**src/rtl/int_div_iter.sv**
```systemverilog
// Iterative 32-bit signed/unsigned divider, one restoring step per cycle, quotient and remainder out.
// Latency: 32 CALC cycles + DONE; INT_DIV_EARLY_EXIT_EN skips leading zeros of |a| (32 - lz(|a|) CALC cycles).
// Backpressure: single op in flight; DONE holds the result until ostream_rdy, istream_rdy low until then.
module int_div_iter (
  input  logic        clk,
  input  logic        reset,
  input  logic        istream_val,
  output logic        istream_rdy,
  input  logic [64:0] istream_msg,
  output logic        ostream_val,
  input  logic        ostream_rdy,
  output logic [63:0] ostream_msg
);

  typedef enum logic [1:0] {IDLE = 2'd0, CALC = 2'd1, DONE = 2'd2} state_t;

  state_t      state_q;
  logic [4:0]  cnt_q;
  logic [32:0] rem_q;
  logic [31:0] quo_q;
  logic [31:0] div_q;
  logic        negq_q;
  logic        negr_q;
  logic        rdy_q;
  logic        val_q;

  logic        sgn;
  logic [31:0] op_a;
  logic [31:0] op_b;
  logic [31:0] abs_a;
  logic [31:0] abs_b;
  logic        b_zero;
  logic [4:0]  ld_cnt_d;
  logic [31:0] ld_quo_d;

  logic [33:0] diff;
  logic        qbit;
  logic [32:0] rem_d;
  logic [31:0] quo_d;
  logic [31:0] quo_fix;
  logic [31:0] rem_fix;

`ifdef INT_DIV_EARLY_EXIT_EN
  logic [5:0] lz;
  logic [4:0] lz5;

  function automatic logic [5:0] clz32(input logic [31:0] v);
    logic [5:0] n;
    n = 6'd32;
    for (int i = 0; i < 32; i++) begin
      if (v[i]) n = 6'(31 - i);
    end
    return n;
  endfunction
`endif

  always_comb begin
    sgn    = istream_msg[64];
    op_a   = istream_msg[63:32];
    op_b   = istream_msg[31:0];
    abs_a  = (sgn && op_a[31]) ? (32'd0 - op_a) : op_a;
    abs_b  = (sgn && op_b[31]) ? (32'd0 - op_b) : op_b;
    b_zero = (op_b == 32'd0);
`ifdef INT_DIV_EARLY_EXIT_EN
    lz       = clz32(abs_a);
    lz5      = (lz > 6'd31) ? 5'd31 : lz[4:0];
    ld_cnt_d = 5'd31 - lz5;
    // Skipped steps would have shifted in 1s when dividing by zero; pre-fill them.
    ld_quo_d = (abs_a << lz5) | (b_zero ? ~({32{1'b1}} << lz5) : 32'd0);
`else
    ld_cnt_d = 5'd31;
    ld_quo_d = abs_a;
`endif
  end

  // rem_q[32] is always zero, so the 34-bit difference sign matches the 33-bit one.
  always_comb begin
    diff  = {rem_q, quo_q[31]} - {2'b00, div_q};
    qbit  = ~diff[33];
    rem_d = qbit ? diff[32:0] : {rem_q[31:0], quo_q[31]};
    quo_d = {quo_q[30:0], qbit};
  end

  always_ff @(posedge clk or posedge reset) begin
    if (reset) begin
      state_q <= IDLE;
      cnt_q   <= 5'd0;
      rem_q   <= 33'd0;
      quo_q   <= 32'd0;
      div_q   <= 32'd0;
      negq_q  <= 1'b0;
      negr_q  <= 1'b0;
      rdy_q   <= 1'b0;
      val_q   <= 1'b0;
    end else begin
      case (state_q)
        IDLE: begin
          rdy_q <= 1'b1;
          if (istream_val && rdy_q) begin
            rem_q   <= 33'd0;
            quo_q   <= ld_quo_d;
            div_q   <= abs_b;
            cnt_q   <= ld_cnt_d;
            negq_q  <= sgn && (op_a[31] ^ op_b[31]) && !b_zero;
            negr_q  <= sgn && op_a[31];
            rdy_q   <= 1'b0;
            state_q <= CALC;
          end
        end
        CALC: begin
          rem_q <= rem_d;
          quo_q <= quo_d;
          if (cnt_q == 5'd0) begin
            val_q   <= 1'b1;
            state_q <= DONE;
          end else begin
            cnt_q <= cnt_q - 5'd1;
          end
        end
        DONE: begin
          if (ostream_rdy) begin
            val_q   <= 1'b0;
            rdy_q   <= 1'b1;
            state_q <= IDLE;
          end
        end
        default: begin
          val_q   <= 1'b0;
          rdy_q   <= 1'b0;
          state_q <= IDLE;
        end
      endcase
    end
  end

  always_comb begin
    quo_fix = negq_q ? (32'd0 - quo_q) : quo_q;
    rem_fix = negr_q ? (32'd0 - rem_q[31:0]) : rem_q[31:0];
  end

  assign istream_rdy = rdy_q;
  assign ostream_val = val_q;
  assign ostream_msg = val_q ? {rem_fix, quo_fix} : 64'd0;

endmodule
```
**config.mk**
```make
export PLATFORM = sky130hd
export DESIGN_NAME = int_div_iter
export DESIGN_NICKNAME = d
export VERILOG_FILES = /design/src/rtl/int_div_iter.sv
export SDC_FILE = /design/constraint.sdc
export NUM_CORES = 1
export LEC_CHECK = 0
export ABC_AREA = 0
export CELL_PAD_IN_SITES_DETAIL_PLACEMENT = 0
export CELL_PAD_IN_SITES_GLOBAL_PLACEMENT = 1
export CORE_MARGIN = 10
export CORE_UTILIZATION = 45
export DETAILED_ROUTE_END_ITERATION = 6
export PLACE_DENSITY = 0.95
export SLEW_MARGIN = 10
export SYNTH_ARGS = -nofsm -noshare
export SYNTH_HDL_FRONTEND = slang
export SYNTH_SLANG_ARGS = --single-unit
```
**constraint.sdc**
```tcl
create_clock -name clk -period 6.9 [get_ports clk]
set_input_delay 1.38 -clock clk [delete_from_list [all_inputs] [get_ports clk]]
set_output_delay 1.38 -clock clk [all_outputs]
set_load 0.02 [all_outputs]
```
## After elaboration in Yosys (flattened, before gate mapping)

Cells that the tools add are included.

- Add/subtract/negate cells: 6
- Reductions and logical operators: 16
- Multiply operators: 0
- Eq/ne operators: 6
- Shift-type cells: 0
- Div/mod/pow operators: 0
- Muxes and demuxes: 23
- Magnitude comparators: 0
- Bitwise gates (word level): 4

Operator list:

| cell | number |
|---|---|
| $mux 32 | 5 |
| $sub 1x32->32 const A | 4 |
| $mux 33 | 2 |
| $pmux 33 s2 | 1 |
| $mux 64 | 1 |
| $pmux 32 s2 | 1 |
| $sub 34x32->34 | 1 |
| $logic_not 32->1 | 1 |
| $mux 5 | 2 |
| $pmux 5 s2 | 1 |
| $reduce_and 3->1 | 3 |
| $ne 2x2->1 const B | 4 |
| $mux 2 | 3 |
| $pmux 1 s3 | 2 |
| $pmux 2 s3 | 1 |
| $reduce_and 2->1 | 3 |
| $logic_and 1x1->1 | 5 |
| $logic_not 5->1 | 1 |
| $sub 5x1->5 const B | 1 |
| $mux 1 | 4 |
| $not 1->1 | 3 |
| $eq 2x1->1 const B | 1 |
| $eq 2x2->1 const B | 1 |
| $logic_not 2->1 | 1 |
| 3 further kinds | 3 |

- Memories kept: 0
- Bits of input ports: 69
- Register bits after elaboration: 108
- Memory bits (writable): 0
- Memory bits (read-only): 0
- Logic and storage cells: 64
- Output and inout port bits: 66
- Bits in latches: 0

## Logic depth before layout (Yosys ltp)

- Depth in word-level cells: 4
- Depth in mapped cells: 13

## Worst setup path before layout

Ideal clock, no wire load.

- Path type: register -> output
- From: register rem_q[6]
- To: output ostream_msg[60]
- Setup slack: 2439 ps
- Arrival: 3081 ps
- Stages on the path, launching flop included: 10
- Cell sequence: dfrtp_1 -> or4_4 -> or3_1 -> or2_1 -> or3_4 -> or2_4 -> or3_4 -> o31ai_2 -> xor2_1 -> nor2_1

- Word-level cells in the longest chain between the ends: 3

Ends and longest elaborated chain:

| item | line | text |
|---|---|---|
| start: declaration | 19 | `logic [32:0] rem_q;` |
| start signal: assignment | 111 | `rem_q <= rem_d;` |
| $sub 1x32->32 | 138 | `rem_fix = negr_q ? (32'd0 - rem_q[31:0]) : rem_q[31:0];` |
| $mux 32 | 138 |  |
| $mux 64 | 143 | `assign ostream_msg = val_q ? {rem_fix, quo_fix} : 64'd0;` |
| end: declaration | 12 | `output logic [63:0] ostream_msg` |

No other way between the ends.

## Worst setup path after layout

- From: register rem_q[6]
- To: output ostream_msg[59]

Same word-level chain as after synthesis.

==> flow_metrics.env <==
export IMPL_first_pass_iters=5
export IMPL_fin_setup_tns_ns=0
export IMPL_grt_pass1_vias=8167
export IMPL_setup_violations=0
export IMPL_antenna_found_initial=1
export IMPL_drt_iter0_markers=598
export IMPL_die_y_microns=162
export IMPL_detail_route_antenna_nets=0
export IMPL_postCtsSetupBuffers=0
export IMPL_reg2reg_slack_ns=2.92
export IMPL_crit_arrival_ns=4.19
export IMPL_end_kind="output pin"
export IMPL_synth_edf_count=0
export IMPL_cts_buffers=9
export IMPL_core_sq_um=19700
export IMPL_slowest_stage="clkdlybuf4s50_1"
export IMPL_crit_path_max_fanout=8
export IMPL_clock_tree_buffer_depth=2
export IMPL_critPathLaunchType="flop"
export IMPL_clk_pin_slew_ns=0.07
export IMPL_wl_per_cell_microns=17.0
export IMPL_tightest_slew_ns=1.11
export IMPL_nets=1346
export IMPL_final_hold_violation_count=0
export IMPL_grt_max_degree=73
export IMPL_cts_tree="done"
export IMPL_grt_pass1_wl_mm=42.4
export IMPL_ctsHoldBuffers=0
export IMPL_clockPowerShare_pct=10.3
export IMPL_max_freq_mhz=179
export IMPL_drv_slew=0
export IMPL_cp_data_required_time_ns=5.52
export IMPL_rsz0062_at_grt="no"
export IMPL_p_int_uw=3220
export IMPL_synthFlopType="dfrtp_1"
export IMPL_fillers=1832
export IMPL_cts_root_buf="clkbuf_16"
export IMPL_min_period_over_period_pct=80.8
export IMPL_setup_slack_ns=1.33
export IMPL_vias=8521
export IMPL_syn_avg_cell_area_sq_um=7.95
export IMPL_synth_seq_cells=108
export IMPL_rr_startpoint="quo_q[31]"
export IMPL_min_to="div_q[19]"
export IMPL_worstReg2RegEnd="rem_q[32]"
export IMPL_synth_nets=1253
export IMPL_cap_violations=0
export IMPL_hold_depth=2
export IMPL_ios=135
export IMPL_rows=51
export IMPL_reg2reg_depth=13
export IMPL_max_vdd_ir_drop_mv=0.320
export IMPL_holdCritStartpoint="div_q[19]"
export IMPL_crit_top_cell="or3_1"
export IMPL_critPathMaxStageDelay_ns=0.63
export IMPL_power_per_cell_area_nw_per_um2=568
export IMPL_fin_cells=1509
export IMPL_syn_cell_area_sq_um=9110
export IMPL_numPortBuffers=134
export IMPL_cts_sinks=108
export IMPL_grtUsageTotal_pct=19.4
export IMPL_gp_congestion=0.895
export IMPL_power_switching_uw=3050
export IMPL_syn_to_final_growth_pct=21.0
export IMPL_status="finished, final reports clean"
export IMPL_power_leakage_uw=0.00444
export IMPL_yosysSeqAreaShare_pct=29.7
export IMPL_p_total_uw=6260
export IMPL_dp_hpwl_mm=19.4
export IMPL_die_area_sq_um=26300
export IMPL_post_route_min_period_ns=5.57
export IMPL_synth_cell_types=63
export IMPL_htree_levels=3
export IMPL_path_class="reg -> out"
export IMPL_cts_resized_gates=0
export IMPL_critical_path_buf_inv_count=1
export IMPL_clk_latency_ns=0.36
export IMPL_chipWidth_microns=162
export IMPL_place_ws_ns=1.71
export IMPL_drive_gt1_share_pct=3.70
export IMPL_drc=0
export IMPL_grt_overflow=0
export IMPL_start_util_pct=46.2
export IMPL_syn_inst=1145
export IMPL_yosys_warnings=0
export IMPL_slew_headroom_pct=26.0
export IMPL_p_comb_share_pct=66.6
export IMPL_viasPerCell=5.65
export IMPL_crit_chain="or4_4 > or3_1 > or3_1 > or2_2 > o21a_1 > a21oi_1 > nand2_1 > xnor2_1 > nor2_1 > clkdlybuf4s50_1"
export IMPL_drt_total_wl_mm=25.7
export IMPL_finClkSkew_ns=0.00744
export IMPL_placed_cells=1492
export IMPL_ys_async_sr_fraction_pct=100
export IMPL_swShare_pct=48.6
export IMPL_crit_family="simple AND/OR/NAND/NOR gates"
export IMPL_hold_path_class="reg -> reg"
export IMPL_pwr_share_seq_pct=23.1
-- tightest hold or removal path: cells and delay by family, from the launching register on --
kind,cells,cell delay (ns)
AND/OR/NAND/NOR,1,0.05
flip-flops,1,0.34
AO/OA/AOI/OAI,1,0.06
-- synthesized netlist by cell type, types with 13 or more instances --
cell type,n,share of area (%)
mux2i_1,33,3.6
o21ai_0,133,7.3
o41ai_1,15,1.4
nor3_1,20,1.1
xor2_1,75,7.2
clkbuf_1,54,2.2
a21o_1,15,1.2
o31ai_1,19,1.6
nor2_1,112,4.6
xnor2_1,72,6.9
or4_1,13,1.1
a21oi_1,62,3.4
nand2_1,98,4.0
nand3_1,36,2.0
inv_1,53,2.2
a22oi_1,28,2.3
dfrtp_1,108,30
ha_1,38,5.2
-- final cells by class --
type	count	area, sq um	area share [%]
sequential	108	2700	24.5
antenna	1	2.50	0.0227
timing repair buffer	142	1400	12.7
inverter	53	201	1.83
clock inverter	7	146	1.33
tap	265	332	3.01
clock buffer	9	225	2.04
multi-input combinational	924	6010	54.5
-- registers in the layout, summed over array words and instances (netlist names) --
register and cells:
cnt_q 5, div_q 32, istream_rdy 1, negq_q 1, negr_q 1, ostream_val 1, quo_q 32, rem_q 33
state_q 2
-- placed cells by master (no fill, tap or decap), types with 4 or more instances in the layout --
master,instances
and3_1,8
nand2b_1,10
nor2b_1,6
o31ai_1,19
ha_1,38
a22oi_1,28
o41ai_1,15
o21ai_0,133
or2_2,4
a211oi_1,4
inv_1,51
bufinv_16,4
buf_4,8
xnor2_1,72
a21oi_1,62
o211ai_1,12
nand2_1,98
dfrtp_1,108
xor2_1,74
nand4_1,5
nand3_1,36
or3_1,10
clkdlybuf4s50_1,134
a31oi_1,8
nor3_1,20
mux2i_1,33
a21o_1,15
nor4_1,11
and4_1,4
nor2_1,111
or4_1,13
o21a_1,7
nand3b_1,6
clkbuf_16,9
and2_1,11
-- worst max-delay path by stage --
stage | startpoint | end | depth (start not counted)
CTS | rem_q[6] | ostream_msg[59] | 10
detailed placement | rem_q[6] | ostream_msg[59] | 10
global placement | rem_q[6] | ostream_msg[61] | 10
global route | rem_q[6] | ostream_msg[59] | 10
finish | rem_q[6] | ostream_msg[59] | 10
floorplan | rem_q[6] | ostream_msg[60] | 9
-- metrics by stage --
| stage | area [sq um] | hold slack [ns] | utilization (%) |
|---|---|---|---|
| after floorplan | 9110 | 0.450 | - |
| after global placement | 10600 | 0.461 | 54.0 |
| after detailed placement | 10600 | 0.470 | 54.0 |
| after CTS | 11000 | 0.487 | 55.9 |
| after global routing | 11000 | 0.515 | 55.9 |
| final | 11000 | 0.479 | 55.9 |
-- power groups by stage --
stage | clock network (uW) | logic, uW | registers (uW)
2_1_floorplan | 0 | 3160 | 1270
3_3_place_gp | 0 | 4090 | 1420
3_5_place_dp | 0 | 4150 | 1440
4_1_cts | 655 | 4170 | 1430
5_1_grt | 677 | 4680 | 1500
6_report | 647 | 4170 | 1440
-- cells by family after synthesis --
| logic type | Yosys count | synth area share (%) |
|---|---|---|
| adders and majority gates | 39 | 5.44 |
| DFF | 108 | 29.7 |
| xor gates and xnor gates | 147 | 14.1 |
| muxes | 34 | 3.75 |
| AOI/OAI and AO/OA | 333 | 22.5 |
| and+or+nand+nor | 371 | 19.8 |
| buffers and inverters | 113 | 4.70 |
-- routing by layer --
layer / GRT usage, % / wire length [microns] / vias to the layer above / part of all wire [%]
li1: - / - / 4267 / -
met2: 29.7 / 11300 / 259 / 44
met3: 3.31 / 1690 / 25 / 6.6
met5: 0 / 0 / - / 0
met1: 27.1 / 12200 / 3970 / 47
met4: 6.49 / 457 / 0 / 1.8
Power figures use the tool's default switching activity.
